## config.mk

```make
export PLATFORM = sky130hd
export DESIGN_NAME = firebird7_in_gate1_tessent_data_mux_ctrl
export DESIGN_NICKNAME = d
export VERILOG_FILES = /design/src/rtl/firebird7_in_gate1_tessent_data_mux_ctrl.sv
export SDC_FILE = /design/constraint.sdc
export NUM_CORES = 1
export LEC_CHECK = 0
export BUFFER_PORTS_ARGS = -buffer_cell sky130_fd_sc_hd__buf_2
export CORE_MARGIN = 4
export CORE_UTILIZATION = 50
export DETAILED_ROUTE_END_ITERATION = 10
export GPL_ROUTABILITY_DRIVEN = 0
export HOLD_SLACK_MARGIN = 0.06
export PLACE_DENSITY_LB_ADDON = 0.25
export REMOVE_ABC_BUFFERS = 1
export SLEW_MARGIN = 5
export SYNTH_ARGS = -nofsm -noshare
export SYNTH_HDL_FRONTEND = slang
export SYNTH_SLANG_ARGS = --single-unit
```

## constraint.sdc

```tcl
create_clock -name ijtag_tck -period 2 [get_ports ijtag_tck]
set_input_delay 0.2 -clock ijtag_tck [delete_from_list [all_inputs] [get_ports ijtag_tck]]
set_output_delay 0.2 -clock ijtag_tck [all_outputs]
set_load 0.005 [all_outputs]
```

## src/rtl/firebird7_in_gate1_tessent_data_mux_ctrl.sv

```systemverilog
// IJTAG sequencer for the gate1 tessent data mux: TDR plus hold handshake, arm and drain FSM.
// Optional TDR parity protection is enabled by defining FIREBIRD7_DMUX_CTRL_PARITY_EN.
module firebird7_in_gate1_tessent_data_mux_ctrl #(
    parameter int DATA_WIDTH   = 19,
    parameter int ACK_TIMEOUT  = 255,
    parameter int DRAIN_CYCLES = 4
) (
    input  logic                  ijtag_tck,
    input  logic                  ijtag_reset,
    input  logic                  ijtag_sel,
    input  logic                  ijtag_ce,
    input  logic                  ijtag_se,
    input  logic                  ijtag_ue,
    input  logic                  ijtag_si,
    output logic                  ijtag_so,
    input  logic                  func_hold_ack,
    output logic                  func_hold_req,
    output logic                  ijtag_select,
    output logic [DATA_WIDTH-1:0] ijtag_data_out,
    output logic                  timeout_err
);

`ifdef FIREBIRD7_DMUX_CTRL_PARITY_EN
    localparam int W = DATA_WIDTH + 3;
`else
    localparam int W = DATA_WIDTH + 2;
`endif
    localparam int CNT_MAX = (ACK_TIMEOUT > DRAIN_CYCLES) ? ACK_TIMEOUT : DRAIN_CYCLES;
    localparam int CW      = $clog2(CNT_MAX + 1);
    localparam logic [CW-1:0] ACK_LAST   = CW'(ACK_TIMEOUT - 1);
    localparam logic [CW-1:0] DRAIN_LAST = CW'(DRAIN_CYCLES - 1);
    localparam logic [CW-1:0] CNT_SAT    = CW'(CNT_MAX);

    typedef enum logic [1:0] {IDLE, REQ, ARMED, DRAIN} state_t;

    state_t                state, state_nxt;
    logic [CW-1:0]         cnt, cnt_nxt, cnt_inc;
    logic [W-1:0]          sr, cap_val;
    logic [DATA_WIDTH-1:0] ur_data;
    logic                  ur_req;
    logic                  upd, upd_ok, timeout_hit, block_req;
    logic                  hold_nxt, select_nxt;

    assign upd      = ijtag_sel && !ijtag_ce && !ijtag_se && ijtag_ue;
    assign ijtag_so = sr[0];
    assign cnt_inc  = (cnt == CNT_SAT) ? cnt : cnt + CW'(1);

`ifdef FIREBIRD7_DMUX_CTRL_PARITY_EN
    logic parity_err;

    // Total TDR parity must be odd; a bad image leaves UR untouched.
    assign upd_ok    = upd && (^sr);
    assign block_req = timeout_err || parity_err;
    assign cap_val   = {parity_err, ur_data, timeout_err, state == ARMED};

    always_ff @(posedge ijtag_tck) begin
        if (!ijtag_reset)
            parity_err <= 1'b0;
        else if (upd && !(^sr))
            parity_err <= 1'b1;
        else if (upd_ok && sr[1])
            parity_err <= 1'b0;
    end
`else
    assign upd_ok    = upd;
    assign block_req = timeout_err;
    assign cap_val   = {ur_data, timeout_err, state == ARMED};
`endif

    always_ff @(posedge ijtag_tck) begin
        if (!ijtag_reset) begin
            sr <= '0;
        end else if (ijtag_sel) begin
            if (ijtag_ce)
                sr <= cap_val;
            else if (ijtag_se)
                sr <= {ijtag_si, sr[W-1:1]};
        end
    end

    // clr_err (sr[1]) acts only as a pulse and is never held in UR.
    always_ff @(posedge ijtag_tck) begin
        if (!ijtag_reset) begin
            ur_data <= '0;
            ur_req  <= 1'b0;
        end else if (upd_ok) begin
            ur_data <= sr[DATA_WIDTH+1:2];
            ur_req  <= sr[0];
        end
    end

    always_ff @(posedge ijtag_tck) begin
        if (!ijtag_reset)
            timeout_err <= 1'b0;
        else if (timeout_hit)
            timeout_err <= 1'b1;
        else if (upd_ok && sr[1])
            timeout_err <= 1'b0;
    end

    always_ff @(posedge ijtag_tck) begin
        if (!ijtag_reset) begin
            state          <= IDLE;
            cnt            <= '0;
            func_hold_req  <= 1'b0;
            ijtag_select   <= 1'b0;
            ijtag_data_out <= '0;
        end else begin
            state          <= state_nxt;
            cnt            <= cnt_nxt;
            func_hold_req  <= hold_nxt;
            ijtag_select   <= select_nxt;
            ijtag_data_out <= ur_data;
        end
    end

    always_comb begin
        state_nxt   = state;
        cnt_nxt     = cnt;
        timeout_hit = 1'b0;
        case (state)
            IDLE: begin
                if (ur_req && !block_req) begin
                    state_nxt = REQ;
                    cnt_nxt   = '0;
                end
            end
            REQ: begin
                // Abort outranks a simultaneous ack.
                if (!ur_req) begin
                    state_nxt = IDLE;
                end else if (func_hold_ack) begin
                    state_nxt = ARMED;
                end else if (cnt == ACK_LAST) begin
                    state_nxt   = IDLE;
                    timeout_hit = 1'b1;
                end else begin
                    cnt_nxt = cnt_inc;
                end
            end
            ARMED: begin
                if (!ur_req) begin
                    state_nxt = DRAIN;
                    cnt_nxt   = '0;
                end
            end
            DRAIN: begin
                if (cnt == DRAIN_LAST)
                    state_nxt = IDLE;
                else
                    cnt_nxt = cnt_inc;
            end
            default: state_nxt = IDLE;
        endcase
    end

    // Outputs are decoded from the next state so they leave flops aligned with it.
    always_comb begin
        hold_nxt   = (state_nxt != IDLE);
        select_nxt = (state_nxt == ARMED);
    end

endmodule
```

# Word-level counts from Yosys, hierarchy flattened
# Cells that the tools add are included.
# op_classes
eq_ne	13
add_sub_neg	1
n_mux	23
reduce_logical	14
# op_table
op	count
two-way mux 8 bit	7
two-way mux 21 bit	2
case mux 8 bit (4 select lines)	1
== test 8 bit, second input constant	2
two-way mux 2 bit	6
inequality test 2 bit, second input constant	6
adder 8 x 1 -> 8 bit, second input constant	1
== test 8 x 2 -> 1 bit, second input constant	1
case mux 2 bit (4 select lines)	1
== test 2 bit, second input constant	3
two-way mux 1 bit	6
AND reduction 6 bit	1
nonzero test 2 bit	3
logical AND 1 bit	5
zero test 1 bit	3
== test 2 x 1 -> 1 bit, second input constant	1
zero test 2 bit	1
AND reduction 2 bit	1
# totals
reg_bits	73

# Longest topological paths before layout
# Gate-level depths: netlist of run 1.
# logic_depth
ltp_word	7
ltp_mapped	7

# Worst setup path after synthesis of run 1
# No wires, ideal clock.
# synth_timing
path_kind	register -> register
startpoint	reg cnt[0]
endpoint	reg func_hold_req
path_stages_with_launch	7
n_path_buf	0
setup_ns	0.116
t_required_ns	1.884
arrival_ns	1.450
setup_slack_ns	0.434
cell_sequence	dfxtp_1 > ha_1 > nor4b_2 > nand3_1 > a311o_1 > nand2_1 > nand2_1
# synth_via
elab_chain_cells	6
word_cells_on_any_way	8
# synth_rtl
item	line_no	rtl
from (decl)	37	logic [CW-1:0] cnt, cnt_nxt, cnt_inc;
from (signal assigned)	110	cnt <= cnt_nxt;
== test 8 bit	134	end else if (cnt == ACK_LAST) begin
two-way mux 2 bit	134	
two-way mux 2 bit	132	end else if (func_hold_ack) begin
two-way mux 2 bit	130	if (!ur_req) begin
case mux 2 bit (4 select lines) (*)	121	case (state)
nonzero test 2 bit (*)	159	hold_nxt = (state_nxt != IDLE);
to (signal assigned)	111	func_hold_req <= hold_nxt;
to (decl)	17	output logic func_hold_req,
# Every way passes the cells marked *; elsewhere a longest branch is shown, timed or not.
# A chain may end at the register's enable or synchronous reset.

# Final worst setup path of run 1
# layout_timing
startpoint	reg cnt[0]
endpoint	reg cnt[5]
# layout_via
elab_chain_cells	6
word_cells_on_any_way	13
# layout_rtl
item	line_no	rtl
adder 8 x 1 -> 8 bit or == test 8 bit (tied branches)	46	assign cnt_inc = (cnt == CNT_SAT) ? cnt : cnt + CW'(1);
two-way mux 8 bit	46	
two-way mux 8 bit	134	
two-way mux 8 bit	132	
two-way mux 8 bit	130	
case mux 8 bit (4 select lines)	121	
# Parallel ways exist; a longest one is shown, timed or not. The select of a mux whose other input is x is not followed.

==> reports/results.tsv, run 1 <==
stage	metric	value	unit
critical_path	terminus of the critical flop-to-flop path	cnt[5]$_SDFFE_PN0P_	
clock_network	number of buffers created by CTS	9	
timing	Clock Skew	6.21	ps
timing	final setup slack of the worst path	243	ps
floorplan	Die Width	83.8	um
floorplan	die area	0.00703	mm^2
critical_path	category of the critical setup timing path	reg2reg	
timing	final hold violations	0	
critical_path	WP data arrival	1980	ps
grt	met1 Resource Use GR	0.233	
critical_path	Critical Path End Type	register	
floorplan	starting utilization of the core area	0.519	
grt	GRT Overall Usage	0.175	
layout	ANT cells	0	
layout	fraction of final layout cells sized beyond drive strength 1	0.166	
grt	Most Used Layer, Global Route	met2	
critical_path	startpoint of the lowest-slack register-to-register path	cnt[0]$_SDFFE_PN0P_	
clock_network	number of levels in the clock H-tree	3	
power	switching power of the nets	625	uW
route	wirelength, routed	5650	um
clock_network	clock tree buffer depth	2	
placed_design	HPWL Detailed	3630	um
flow_run	# Max-Cap Violations	0	
clock_network	Setup Fix Bufs, Post-CTS	0	
synth	fraction of synthesis flops using an asynchronous set or reset pin	0	
grt	antenna violations before repair	0	
timing	number of slew-limit violations in the final report	0	
synth	yosys warns	0	
critical_path	highest net fanout along the worst path	5	
synth	number of instances in the synthesized netlist	317	
clock_network	post_cts resized	0	
floorplan	placeable core area	0.00554	mm^2
floorplan	IO Pins	31	
route	routed via count divided by cell count	5.30	
clock_network	Root Driver	sky130_fd_sc_hd__clkbuf_8	
synth	library cells used by synthesis	38	
route	drt initial violations	123	
route	number of nets still failing antenna checks after routing	0	
floorplan	die height	83.8	um
synth	prevailing post-synth register cell	sky130_fd_sc_hd__dfxtp_1	
timing	RSZ-0062 raised after global routing	no	
power	IR drop worst, VDD	0.000502	V
clock_network	clock latency at the later pin of the worst-skew pair	340	ps
layout	commonest non-fill, non-tap cell in the layout	sky130_fd_sc_hd__dfxtp_1	
placed_design	pre-CTS worst setup slack	269	ps
synth	library cell with the largest summed area after synthesis	sky130_fd_sc_hd__dfxtp_1	
synth	mean instance size in the synthesized netlist	9.07	um^2
synth	dominant cells by area after synthesis	sky130_fd_sc_hd__dfxtp_1 51%, sky130_fd_sc_hd__mux2i_1 7.3%, sky130_fd_sc_hd__nand2_1 6.4%	
timing	WHS	218	ps
grt	first-pass GRT wire length	10100	um
grt	sum of overflow across all layers after global routing	0	
worst_hold_path	worst hold path startpoint	ijtag_si	
grt	met2 GRT Util	0.274	
worst_hold_path	destination of the worst hold path	sr[20]$_SDFFE_PN0P_	
timing	fin crit period	1760	ps
layout	highest-count cells in the layout ignoring fill and taps	73 x sky130_fd_sc_hd__dfxtp_1, 49 x sky130_fd_sc_hd__nand2_1, 30 x sky130_fd_sc_hd__buf_2	
layout	sequential cell area in the final layout	0.00146	mm^2
timing	setup-violating endpoint count in the final report	0	
synth	sequential share of the synthesized area	0.508	
power	pwr dens	814	mW/mm^2
clock_network	Clock Sinks	73	
layout	Area growth, synth to finish	13.2	%
timing	transition time of the tightest slew-check pin	575	ps
route	routed vias	2233	
power	Clk pwr share	0.369	
outcome	outcome	finished clean	
synth	post-synthesis instance area	0.00288	mm^2
timing	f_max	0.569	GHz
layout	Layout fillers	507	
clock_network	hold buffer count at cts	0	
power	switching share of power	0.236	
layout	Net count, final	355	
placed_design	Port Buffer Count	30	
timing	Worst slew margin	0.616	
layout	area used by multi-input combinational logic	0.00130	mm^2
synth	Synth top area share	0.508	
synth	number of flops mapped to enable cells by yosys	0	
route	first-pass iteration count of the detailed router	4	
worst_hold_path	Hold Crit Class	in2reg	
timing	post-route clock period utilization	0.878	
clock_network	clock slew seen by the registers of the worst setup and hold paths	70	ps
grt	pin count of the biggest net entering global routing	43	
route	Routed WL per cell	13.4	um
worst_hold_path	number of instances on the worst hold path	3	
grt	M3 GR Usage	0.0434	
critical_path	cells on worst reg2reg path	7	
critical_path	type of element launching the critical path	register	
power	share of total power in combinational logic	0.058	
power	total internal power	2.02	mW
synth	synthesized flop and latch total	73	
clock_network	CTS tree	done	
critical_path	worst reg2reg setup slack	240	ps
critical_path	Req. time, crit path	2220	ps
floorplan	cell row count	27	
route	number of remaining DRC errors	0	
grt	via count of the first global-routing pass	2197	
power	LEAKAGE	1.31	nW
power	fraction of power consumed by sequential logic	0.573	
## critical path, stage by stage, from the launching register on
cell	delay [ps]
sky130_fd_sc_hd__dfxtp_1	390
sky130_fd_sc_hd__inv_1	60
sky130_fd_sc_hd__ha_1	220
sky130_fd_sc_hd__nor2b_1	150
sky130_fd_sc_hd__o2111ai_1	380
sky130_fd_sc_hd__a41oi_1	180
sky130_fd_sc_hd__a31oi_1	180
sky130_fd_sc_hd__o31ai_1	90
## worst max-delay path by stage
stage,from,end,slack (ps),cells after the start
2_1_floorplan,ijtag_ce,sr[0]$_SDFFE_PN0P_,-50,4
5_1_grt,cnt[0]$_SDFFE_PN0P_,func_hold_req$_SDFF_PN0_,50,6
6_report,cnt[0]$_SDFFE_PN0P_,cnt[5]$_SDFFE_PN0P_,240,7
3_3_place_gp,cnt[0]$_SDFFE_PN0P_,func_hold_req$_SDFF_PN0_,340,6
4_1_cts,cnt[0]$_SDFFE_PN0P_,cnt[5]$_SDFFE_PN0P_,260,7
3_5_place_dp,cnt[0]$_SDFFE_PN0P_,cnt[5]$_SDFFE_PN0P_,270,7
## sequential cells by signal, summed over array words and instances (netlist names), 2 cells and up
signal / count
ijtag_data_out: 19
state: 2
ur_data: 19
sr: 21
cnt: 8
## metrics by stage
stage | util | TNS [ps] | power [mW] | std cells | instance area (um^2)
floorplan | - | -432 | 1.64 | 295 | 2780
finish | 0.588 | 0 | 2.65 | 421 | 3260
global route | 0.588 | 0 | 2.77 | 421 | 3260
global placement | 0.558 | 0 | 1.70 | 406 | 3090
detailed placement | 0.558 | 0 | 1.70 | 406 | 3090
CTS | 0.588 | 0 | 2.68 | 421 | 3260
## cell usage after synthesis, drive strengths merged, types with 3 or more instances
master / number
nor2: 26
dfxtp: 73
a21oi: 24
a31oi: 3
clkbuf: 14
nand2: 49
nor3: 4
a211oi: 22
buf: 8
and2: 19
and3: 4
o21ai: 3
a41oi: 3
nand3: 7
nor2b: 5
inv: 7
mux2i: 21
## logic make-up after synthesis
| family | synth area share |
|---|---|
| simple gates | 0.209 |
| compound gates | 0.159 |
| flops | 0.508 |
| mux | 0.0731 |
| fa+ha+maj | 0.00870 |
| buf+inv | 0.0413 |
## cell type report
cell class	instances	share of cell area
clock inverters	3	0.00538
clock buffers	12	0.0446
multi-input cells	215	0.399
well taps	72	0.0277
repair buffers	39	0.0669
inverters	7	0.00807
flip-flops and latches	73	0.449
## power by group through the flow
stage | clock network, mW | logic [mW] | registers (mW)
after detailed placement | 0 | 0.152 | 1.55
after global routing | 1.07 | 0.172 | 1.52
after CTS | 1.01 | 0.153 | 1.52
after floorplan | 0 | 0.0916 | 1.54
final | 0.978 | 0.153 | 1.52
after global placement | 0 | 0.149 | 1.55
## metal layers
| layer | part of all wire | vias to the layer above |
|---|---|---|
| li1 | - | 1160 |
| met1 | 0.49 | 1027 |
| met2 | 0.45 | 37 |
| met3 | 0.042 | 9 |
| met4 | 0.017 | 0 |
| met5 | 0 | - |
No activity file was read; power rests on OpenSTA's default activity.
==> inputs of run 2 (changes only) <==
--- a/config.mk
+++ b/config.mk
@@ -10,6 +10,7 @@
 export CORE_UTILIZATION = 50
 export DETAILED_ROUTE_END_ITERATION = 10
 export GPL_ROUTABILITY_DRIVEN = 0
+export GPL_TIMING_DRIVEN = 0
 export HOLD_SLACK_MARGIN = 0.06
 export PLACE_DENSITY_LB_ADDON = 0.25
 export REMOVE_ABC_BUFFERS = 1
==> reports/results.tsv, run 2 (synthesized netlist as in run 1, its figures left out) <==
stage	metric	value	unit
critical_path	Req. time, crit path	2260	ps
floorplan	die area	0.00703	mm^2
layout	commonest non-fill, non-tap cell in the layout	sky130_fd_sc_hd__dfxtp_1	
placed_design	Cell Area, Placed	0.00303	mm^2
layout	post-layout instance area	0.00319	mm^2
placed_design	Port Buffer Count	30	
clock_network	clock tree buffer depth	2	
route	routed vias	2239	
floorplan	placeable core area	0.00554	mm^2
layout	ANT cells	0	
route	wirelength, routed	5490	um
route	Routed WL per cell	13.3	um
route	first-pass iteration count of the detailed router	4	
timing	Clock Skew	4.47	ps
timing	RSZ-0062 raised after global routing	no	
timing	final hold violations	0	
grt	sum of overflow across all layers after global routing	0	
critical_path	highest net fanout along the worst path	15	
clock_network	number of levels in the clock H-tree	3	
grt	GRT Overall Usage	0.165	
worst_hold_path	Hold Crit Class	in2reg	
grt	via count of the first global-routing pass	2080	
critical_path	category of the critical setup timing path	reg2reg	
clock_network	hold buffer count at cts	0	
critical_path	Critical Path End Type	register	
power	IR drop worst, VDD	0.000581	V
critical_path	type of element launching the critical path	register	
floorplan	die height	83.8	um
clock_network	number of buffers created by CTS	9	
critical_path	worst reg2reg setup slack	180	ps
floorplan	cell row count	27	
layout	Regs by FF count	sr: 21 flops, ijtag_data_out: 19 flops, ur_data: 19 flops	
power	pwr dens	819	mW/mm^2
route	drt initial violations	145	
layout	fraction of final layout cells sized beyond drive strength 1	0.144	
timing	WHS	235	ps
timing	post-route clock period utilization	0.909	
route	number of remaining DRC errors	0	
timing	setup-violating endpoint count in the final report	0	
floorplan	Die Width	83.8	um
clock_network	CTS tree	done	
flow_run	# Max-Cap Violations	0	
clock_network	Clock Sinks	73	
timing	transition time of the tightest slew-check pin	881	ps
critical_path	WP data arrival	2080	ps
layout	Top reg by flops	sr	
route	number of nets still failing antenna checks after routing	0	
clock_network	Root Driver	sky130_fd_sc_hd__clkbuf_8	
layout	highest-count cells in the layout ignoring fill and taps	73 x sky130_fd_sc_hd__dfxtp_1, 49 x sky130_fd_sc_hd__nand2_1, 30 x sky130_fd_sc_hd__buf_2	
grt	pin count of the biggest net entering global routing	47	
clock_network	clock latency at the later pin of the worst-skew pair	330	ps
clock_network	Setup Fix Bufs, Post-CTS	0	
grt	antenna violations before repair	0	
route	routed via count divided by cell count	5.42	
layout	Area growth, synth to finish	10.9	%
power	LEAKAGE	1.26	nW
layout	Net count, final	346	
timing	f_max	0.550	GHz
timing	number of slew-limit violations in the final report	0	
placed_design	HPWL Detailed	3370	um
floorplan	IO Pins	31	
outcome	outcome	finished clean	
grt	first-pass GRT wire length	9650	um
timing	fin crit period	1820	ps
layout	Largest register FFs	21	
timing	Worst slew margin	0.411	
clock_network	clock slew seen by the registers of the worst setup and hold paths	70	ps
floorplan	starting utilization of the core area	0.519	
## run 2: routing by layer
| metal | track usage | vias to the layer above | wire, um | part of all wire |
|---|---|---|---|---|
| met3 | 0.0533 | 8 | 261 | 0.048 |
| met2 | 0.261 | 41 | 2520 | 0.46 |
| li1 | - | 1144 | - | - |
| met5 | 0 | - | 0 | 0 |
| met4 | 0.0453 | 0 | 71 | 0.013 |
| met1 | 0.217 | 1046 | 2630 | 0.48 |
## run 2: area by class of cell
class / instances / area (um^2)
clock buffers: 13 / 139
clock inverters: 3 / 17.5
fillers: 524 / 2350
inverters: 7 / 26.3
multi-input cells: 215 / 1300
flip-flops and latches: 73 / 1460
well taps: 72 / 90.1
repair buffers: 30 / 150
## run 2: what timing repair did
item / 4_1_cts / 5_1_grt
gates resized for setup: 0 / 1
setup endpoints to repair: 0 / 1
endpoints found under the hold margin: 0 / 0
## run 2: where the power goes
part	switching [mW]	internal, mW	total, mW
Combinational	0.0887	0.0533	0.142
Sequential	0.0287	1.49	1.52
Clock	0.503	0.448	0.952
## run 2: worst paths after layout
kind	start	end	depth (start not counted)
max	state[0]$_SDFF_PN0_	cnt[1]$_SDFFE_PN0P_	5
min	ijtag_si	sr[20]$_SDFFE_PN0P_	3
max reg2reg	state[0]$_SDFF_PN0_	cnt[1]$_SDFFE_PN0P_	5
min reg2reg	sr[11]$_SDFFE_PN0P_	ur_data[9]$_SDFFE_PN0P_	2
## run 2: per-stage QoR
stage          setup TNS, ps  setup slack (ps)  instances   util  power, mW
3_5_place_dp           -3190              -266        397  0.547       1.69
2_1_floorplan           -432             -51.9        295      -       1.64
4_1_cts                    0               101        413  0.575       2.65
5_1_grt                    0              5.41        413  0.575       2.72
3_3_place_gp          -25650             -1260        397  0.546       1.69
6_report                   0               183        413  0.575       2.61
## run 2: worst max-delay path, cell delays in order, from the launching register on
cell,delay (ps)
sky130_fd_sc_hd__dfxtp_1,630
sky130_fd_sc_hd__nand2b_1,230
sky130_fd_sc_hd__nor3_1,80
sky130_fd_sc_hd__a221oi_2,490
sky130_fd_sc_hd__a21oi_1,130
sky130_fd_sc_hd__o22ai_1,180
